===== src/rtl/vpu_req_arbiter.sv =====
// vpu_req_arbiter: shares one VPU request port among NUM_REQ host requesters.
//   - round-robin grant; registered output stage toward the VPU
//   - credit counter caps the number of in-flight instructions at MAX_OUTSTANDING
//   - in-order tag FIFO routes each dst0 write completion back to its requester
//   - drain handshake (RUN/DRAIN/IDLE) for quiescing the port
// Build option: define VPU_ARB_FIXED_PRIO_EN for fixed priority (lowest index
// wins, no rotating pointer). Default build is round-robin.
//
// state    | meaning
// ---------+----------------------------------------------------------
// ST_RUN   | normal operation, grants allowed
// ST_DRAIN | grants blocked, waiting for credits==0 and output empty
// ST_IDLE  | drained, drain_ack_o high, resume when drain_i drops
//
// Requester identity is carried one-hot throughout (pointer, FIFO tags,
// grant), so the done pulse is the FIFO head itself and no encoder or
// decoder is needed.

module vpu_req_arbiter #(
  parameter int NUM_REQ         = 3,
  parameter int INSTR_W         = 40,
  parameter int MAX_OUTSTANDING = 4
) (
  input  logic                               clk,
  input  logic                               rst_n,
  input  logic [NUM_REQ-1:0]                 req_valid_i,
  input  logic [NUM_REQ*INSTR_W-1:0]         req_instr_i,
  output logic [NUM_REQ-1:0]                 req_ready_o,
  output logic                               vpu_valid_o,
  output logic [INSTR_W-1:0]                 vpu_instr_o,
  input  logic                               vpu_ready_i,
  input  logic                               wr_done_i,
  output logic [NUM_REQ-1:0]                 done_o,
  input  logic                               drain_i,
  output logic                               drain_ack_o,
  output logic [$clog2(MAX_OUTSTANDING):0]   outstanding_o,
  output logic                               err_o
);

  localparam int CNT_W = $clog2(MAX_OUTSTANDING) + 1;
  localparam int AW    = $clog2(MAX_OUTSTANDING);
  localparam logic [CNT_W-1:0] CNT_MAX = CNT_W'(MAX_OUTSTANDING);

  typedef enum logic [1:0] {
    ST_RUN   = 2'd0,
    ST_DRAIN = 2'd1,
    ST_IDLE  = 2'd2
  } state_t;

  state_t                r_state;
  logic                  r_drain_ack;
  logic [CNT_W-1:0]      r_credits;
  logic                  r_err;
  logic                  r_vpu_valid;
  logic [INSTR_W-1:0]    r_vpu_instr;
  logic [NUM_REQ-1:0]    r_done;
  logic [NUM_REQ-1:0]    r_fifo [MAX_OUTSTANDING];
  logic [AW-1:0]         r_wr_ptr;
  logic [AW-1:0]         r_rd_ptr;

  logic                  w_can_load;
  logic                  w_grant_ok;
  logic [NUM_REQ-1:0]    w_pick;
  logic [NUM_REQ-1:0]    w_grant;
  logic                  w_accept;
  logic                  w_pop;
  logic [INSTR_W-1:0]    w_sel_instr;
  logic [INSTR_W-1:0]    w_or_chain [NUM_REQ+1];

  assign w_can_load = !r_vpu_valid || vpu_ready_i;
  // Reset term keeps req_ready_o low while reset is held, even if requests are valid.
  assign w_grant_ok = !rst_n && (r_state == ST_RUN) && w_can_load && (r_credits < CNT_MAX);

`ifdef VPU_ARB_FIXED_PRIO_EN
  assign w_pick = req_valid_i;
`else
  logic [NUM_REQ-1:0] r_rr_oh;
  logic [NUM_REQ-1:0] w_below_ptr;
  logic [NUM_REQ-1:0] w_req_hi;

  // r_rr_oh is one-hot (never zero), so subtracting one marks every index below the pointer.
  assign w_below_ptr = r_rr_oh - NUM_REQ'(1);
  assign w_req_hi    = req_valid_i & ~w_below_ptr;
  assign w_pick      = (|w_req_hi) ? w_req_hi : req_valid_i;

  // Pointer moves to the index just above the winner, wrapping to 0.
  always_ff @(posedge clk or posedge rst_n) begin
    if (rst_n) begin
      r_rr_oh <= NUM_REQ'(1);
    end else if (w_accept) begin
      r_rr_oh <= {w_grant[NUM_REQ-2:0], w_grant[NUM_REQ-1]};
    end
  end
`endif

  // Lowest set bit of the candidate vector is the winner.
  assign w_grant     = w_grant_ok ? (w_pick & (~w_pick + NUM_REQ'(1))) : '0;
  assign w_accept    = |w_grant;
  assign req_ready_o = w_grant;

  // AND-OR mux of the granted slice; grant is one-hot so at most one term is non-zero.
  assign w_or_chain[0] = '0;
  for (genvar gi = 0; gi < NUM_REQ; gi++) begin : g_mux
    assign w_or_chain[gi+1] = w_or_chain[gi] |
                              (req_instr_i[gi*INSTR_W +: INSTR_W] & {INSTR_W{w_grant[gi]}});
  end
  assign w_sel_instr = w_or_chain[NUM_REQ];

  // Credits equal FIFO occupancy, so a pop is only legal while credits are non-zero.
  assign w_pop = wr_done_i && (r_credits != '0);

  // Output stage: load on accept, clear once the VPU takes it, otherwise hold.
  always_ff @(posedge clk or posedge rst_n) begin
    if (rst_n) begin
      r_vpu_valid <= 1'b0;
      r_vpu_instr <= '0;
    end else if (w_accept) begin
      r_vpu_valid <= 1'b1;
      r_vpu_instr <= w_sel_instr;
    end else if (r_vpu_valid && vpu_ready_i) begin
      r_vpu_valid <= 1'b0;
    end
  end

  // Tag FIFO storage; contents are don't-care while empty so no reset is needed.
  always_ff @(posedge clk) begin
    if (w_accept) begin
      r_fifo[r_wr_ptr] <= w_grant;
    end
  end

  // FIFO pointers, credit counter, completion pulse and sticky error.
  always_ff @(posedge clk or posedge rst_n) begin
    if (rst_n) begin
      r_wr_ptr  <= '0;
      r_rd_ptr  <= '0;
      r_credits <= '0;
      r_done    <= '0;
      r_err     <= 1'b0;
    end else begin
      if (w_accept) begin
        r_wr_ptr <= r_wr_ptr + AW'(1);
      end
      if (w_pop) begin
        r_rd_ptr <= r_rd_ptr + AW'(1);
      end
      r_done <= w_pop ? r_fifo[r_rd_ptr] : '0;
      case ({w_accept, w_pop})
        2'b10:   r_credits <= r_credits + CNT_W'(1);
        2'b01:   r_credits <= r_credits - CNT_W'(1);
        default: r_credits <= r_credits;
      endcase
      if (wr_done_i && (r_credits == '0)) begin
        r_err <= 1'b1;
      end
    end
  end

  // Drain FSM with registered acknowledge.
  always_ff @(posedge clk or posedge rst_n) begin
    if (rst_n) begin
      r_state     <= ST_RUN;
      r_drain_ack <= 1'b0;
    end else begin
      case (r_state)
        ST_RUN: begin
          if (drain_i) begin
            r_state <= ST_DRAIN;
          end
        end
        ST_DRAIN: begin
          if ((r_credits == '0) && !r_vpu_valid) begin
            r_state     <= ST_IDLE;
            r_drain_ack <= 1'b1;
          end
        end
        ST_IDLE: begin
          if (!drain_i) begin
            r_state     <= ST_RUN;
            r_drain_ack <= 1'b0;
          end
        end
        default: begin
          r_state     <= ST_RUN;
          r_drain_ack <= 1'b0;
        end
      endcase
    end
  end

  assign vpu_valid_o   = r_vpu_valid;
  assign vpu_instr_o   = r_vpu_instr;
  assign done_o        = r_done;
  assign drain_ack_o   = r_drain_ack;
  assign outstanding_o = r_credits;
  assign err_o         = r_err;

endmodule

===== config.mk =====
export PLATFORM = sky130hd
export DESIGN_NAME = vpu_req_arbiter
export DESIGN_NICKNAME = d
export VERILOG_FILES = /design/src/rtl/vpu_req_arbiter.sv
export SDC_FILE = /design/constraint.sdc
export NUM_CORES = 1
export LEC_CHECK = 0
export CAP_MARGIN = 40
export CORE_ASPECT_RATIO = 2
export CORE_MARGIN = 8
export CORE_UTILIZATION = 40
export CTS_BUF_LIST = sky130_fd_sc_hd__clkbuf_16
export DETAILED_ROUTE_END_ITERATION = 10
export GPL_TIMING_DRIVEN = 1
export PLACE_DENSITY_LB_ADDON = 0.25
export SKIP_LAST_GASP = 1
export SLEW_MARGIN = 30
export SYNTH_ARGS = -nofsm -noshare
export SYNTH_HDL_FRONTEND = slang
export SYNTH_SLANG_ARGS = --single-unit

===== constraint.sdc =====
create_clock -name clk -period 3.8 [get_ports clk]
set_input_delay 0.95 -clock clk [delete_from_list [all_inputs] [get_ports clk]]
set_output_delay 0.95 -clock clk [all_outputs]
set_load 0.01 [all_outputs]

==> results.txt <==
----------------------------------------------------
[Final layout]
  Ratio of cells with drive above 1 in the final layout ... 10.5%
  Layout overhead on the synthesized area ... 57.3%
  Post-route core utilization ... 64.4%
  Count of non-filler cells in the finished layout ... 647
  Number of nets in the final layout ... 672

[Worst hold path]
  Worst min-delay path category ... reg -> reg

[Detailed routing]
  Via density per instance ... 5.48
  Post-detailed-route count of antenna-violating nets ... 0
  1st-pass router iterations ... 6
  Via count ... 3,548
  Drt total wl ... 12.4 mm
  Routed wire length per instance ... 19.2 um
  Total DRC errors in the routed layout ... 0
  Number of violations reported at the end of detailed-routing iteration 0 ... 107

[Place]
  Routability congestion estimate ... 0.810
  DP Cell Count ... 630
  HPWL reported at the end of detailed placement ... 9.68 mm
  Number of buffers added on ports ... 179

[Timing]
  F_max ... 267 MHz
  Total Neg Setup Slack ... 0 ns
  Hold Fails Final Rpt ... 0
  Worst slew margin relative to its limit ... 44.5%
  Unrepaired setup endpoints after global routing ... false
  Worst clock skew ... 0.00768 ns
  Post-route clock period utilization ... 98.5%
  Tightest Pin Transition ... 0.830 ns
  Hold_ws ... 0.479 ns
  Final number of setup-violating endpoints ... 0
  Post-layout min period ... 3.74 ns
  Number of max-slew violations in the final report ... 0

[Synth]
  Fraction of the yosys area taken by sequential cells ... 47.2%
  Number of storage elements in the synthesis netlist ... 70
  Synth cell count leaders ... 57 x sky130_fd_sc_hd__dfrtp_1, 51 x sky130_fd_sc_hd__inv_1, 46 x sky130_fd_sc_hd__o31ai_1
  Synth Instances ... 356
  Predominant post-synthesis flop cell ... sky130_fd_sc_hd__dfrtp_1
  Area share of the leading cell type in the synthesized netlist ... 37.1%
  Number of flops mapped to enable cells by yosys ... 12
  Mean post-synth cell area ... 10.8 um2
  Main combinational cell family by area after synthesis ... compound AO/OA/AOI/OAI gates
  Simple-Gate Fraction of Synth Area ... 10.8%
  Ys async rst share ... 82.9%
  Post-Syn Nets ... 491
  Total number of yosys warnings ... 0
  Adder-Cell Fraction of Synth Area ... 2.48%
  Multiplexer fraction of the synthesized cell area ... 2.05%
  Post-synthesis compound-gate area fraction ... 26.3%
  Top post-synthesis cells by area ... sky130_fd_sc_hd__dfrtp_1 37%, sky130_fd_sc_hd__edfxtp_1 9.4%, sky130_fd_sc_hd__o31ai_1 9.0%
  Post-synthesis cell area ... 0.00384 mm2
  Xor/xnor cell area share of the yosys netlist ... 1.82%
  Library cell with the highest instance count after synthesis ... sky130_fd_sc_hd__dfrtp_1
  Library cell with the largest summed area after synthesis ... sky130_fd_sc_hd__dfrtp_1
  Post-synth cell types ... 46

[Flow run]
  Number of max-cap violations ... 0

[Floorplan]
  Count of pins on the block boundary ... 180
  Standard cell core area ... 0.00938 mm2
  Horizontal die dimension ... 85.3 um
  Die Area ... 0.0132 mm2
  Initial core utilization ... 40.9%
  Floorplan row count ... 50
  Vertical extent of the die ... 155 um

[Power and ir drop]
  Total power of the final layout ... 3750 uW
  Worst IR Drop VDD ... 0.325 mV
  Share of power burned in the clock network ... 20.7%
  Combinational cell fraction of total power ... 46.7%
  Reported net switching power ... 1330 uW
  Ratio of total power to cell area ... 621 mW/mm2
  Pint ... 2430 uW
  Fraction of power spent switching nets ... 35.3%
  Leakage power total ... 0.00260 uW
  Sequential cell fraction of total power ... 32.5%

[Worst setup path]
  Kind of end point of the critical path ... output port
  Critical Path Start Type ... primary input
  Cell Chain, Critical Path ... clkdlybuf4s50_1 -> or4_4 -> nand2b_4 -> a2111oi_4 -> dlygate4sd2_1
  Crit path max-delay cell type ... sky130_fd_sc_hd__or4_4
  Max stage delay on crit path ... 0.53 ns
  Highest fanout seen on the critical path ... 3
  Critical path data arrival time ... 2.79 ns
  Worst Path Class, Setup ... in -> out
  Largest delay share family, worst path ... buffers and inverters
  Total buffers and inverters traversed by the critical path ... 2
  Required time of the critical path ... 2.85 ns

[Clocking]
  Root buffer cell ... sky130_fd_sc_hd__clkbuf_16
  Clock H-tree levels ... 3
  Clock network latency to the later pin of the worst-skew pair ... 0.33 ns
  Buffers from clock root to sink, at most ... 2
  Total number of clock tree sinks ... 70
  CTS Hold Bufs ... 0
  Number of CTS-inserted buffers ... 9
  Clock Pin Slew Worst Setup and Hold Paths ... 0.06 ns
  TritonCTS clock tree ... yes

[Global routing]
  Antenna violations before repair ... 1
  Largest net degree at the start of global routing ... 44
  First-pass GRT wire length ... 20.0 mm
  Overall fraction of global-route tracks in use ... 19.3%
  Via count of the first global-routing pass ... 3,868
  Sum of overflow across all layers after global routing ... 0

[Status]
  Status ... finished, final reports clean

----------------------------------------------------
[kinds of logic after synthesis]
group | Yosys count
buffers and inverters | 78
and+or+nand+nor | 71
xor gates and xnor gates | 8
AOI/OAI and AO/OA | 118
DFF | 70
adders and majority gates | 7
muxes | 4
[placed cells by master (no fill, tap or decap), types with 2 or more instances in the layout]
master and n:
sky130_fd_sc_hd__dlygate4sd2_1 2, sky130_fd_sc_hd__nor2_1 4, sky130_fd_sc_hd__xnor2_1 5, sky130_fd_sc_hd__xor2_1 3, sky130_fd_sc_hd__and2_1 24, sky130_fd_sc_hd__clkinv_4 3, sky130_fd_sc_hd__a21o_1 3, sky130_fd_sc_hd__a221o_2 6
sky130_fd_sc_hd__o31ai_1 46, sky130_fd_sc_hd__mux4_2 3, sky130_fd_sc_hd__ha_1 6, sky130_fd_sc_hd__o21ai_0 4, sky130_fd_sc_hd__edfxtp_1 12, sky130_fd_sc_hd__dfrtp_1 57, sky130_fd_sc_hd__a221o_1 17, sky130_fd_sc_hd__nand2_2 2
sky130_fd_sc_hd__clkbuf_16 9, sky130_fd_sc_hd__nand2_1 24, sky130_fd_sc_hd__nor2b_1 2, sky130_fd_sc_hd__clkdlybuf4s50_1 176, sky130_fd_sc_hd__inv_6 2, sky130_fd_sc_hd__buf_4 16, sky130_fd_sc_hd__o221ai_1 17, sky130_fd_sc_hd__inv_1 50
sky130_fd_sc_hd__nor3_1 2, sky130_fd_sc_hd__a32oi_1 17, sky130_fd_sc_hd__nand2b_1 3, sky130_fd_sc_hd__and3b_1 2
[power groups by stage]
| stage | Clock [uW] | Combinational [uW] | Sequential (uW) |
|---|---|---|---|
| 5_1_grt | 830 | 1910 | 1260 |
| 4_1_cts | 798 | 1770 | 1220 |
| 6_report | 778 | 1750 | 1220 |
| 2_1_floorplan | 0 | 862 | 1300 |
| 3_5_place_dp | 0 | 1760 | 1240 |
| 3_3_place_gp | 0 | 1710 | 1220 |
[final cells by class]
type / count / area [um2]
fillers: 784 / 3340
flip-flops and latches: 70 / 1810
well taps: 104 / 130
inverters: 52 / 198
repair buffers: 196 / 1930
multi-input cells: 208 / 1690
clock inverters: 7 / 56.3
diodes: 1 / 2.50
clock buffers: 9 / 225
[per-stage QoR]
stage                     setup slack, ns  cell area, um2
after detailed placement           -0.207            5750
after CTS                          -0.147            6030
final                              0.0573            6040
after floorplan                     0.440            3840
after global placement             -0.199            5730
after global routing              0.00679            6040
[worst paths after layout]
path / slack (ns) / startpoint / cells after the start / endpoint
worst max-delay path: 0.06 / rst_n / 5 / req_ready_o[1]
worst min-delay path: 0.48 / err_o / 1 / err_o
worst max register to register: 1.09 / r_rr_oh[0] / 6 / vpu_instr_o[27]
worst min register to register: 0.48 / err_o / 1 / err_o
max in group asynchronous: 2.06 / rst_n / 4 / r_rr_oh[0]
min in group asynchronous: 1.04 / rst_n / 3 / drain_ack_o
[repair_timing]
action | 4_1_cts | 5_1_grt
buffers inserted | 0 | 0
resized for setup | 3 | 3
endpoints found under the setup margin | 3 | 1
[per-layer routing]
metal,GRT usage [%],up-vias,wire length [um]
met3,6.42,14,943
met1,19.4,1705,4450
met2,35.2,139,6790
met5,0,-,0
met4,7.49,0,257
li1,-,1690,-
[registers in the layout, indices dropped and copies added (netlist names)]
register	flops
r_rr_oh	3
err_o	1
r_fifo	12
vpu_instr_o	40
drain_ack_o	1
outstanding_o	3
r_state	2
r_wr_ptr	2
done_o	3
vpu_valid_o	1
r_rd_ptr	2
(Power assumes the default switching activity.)
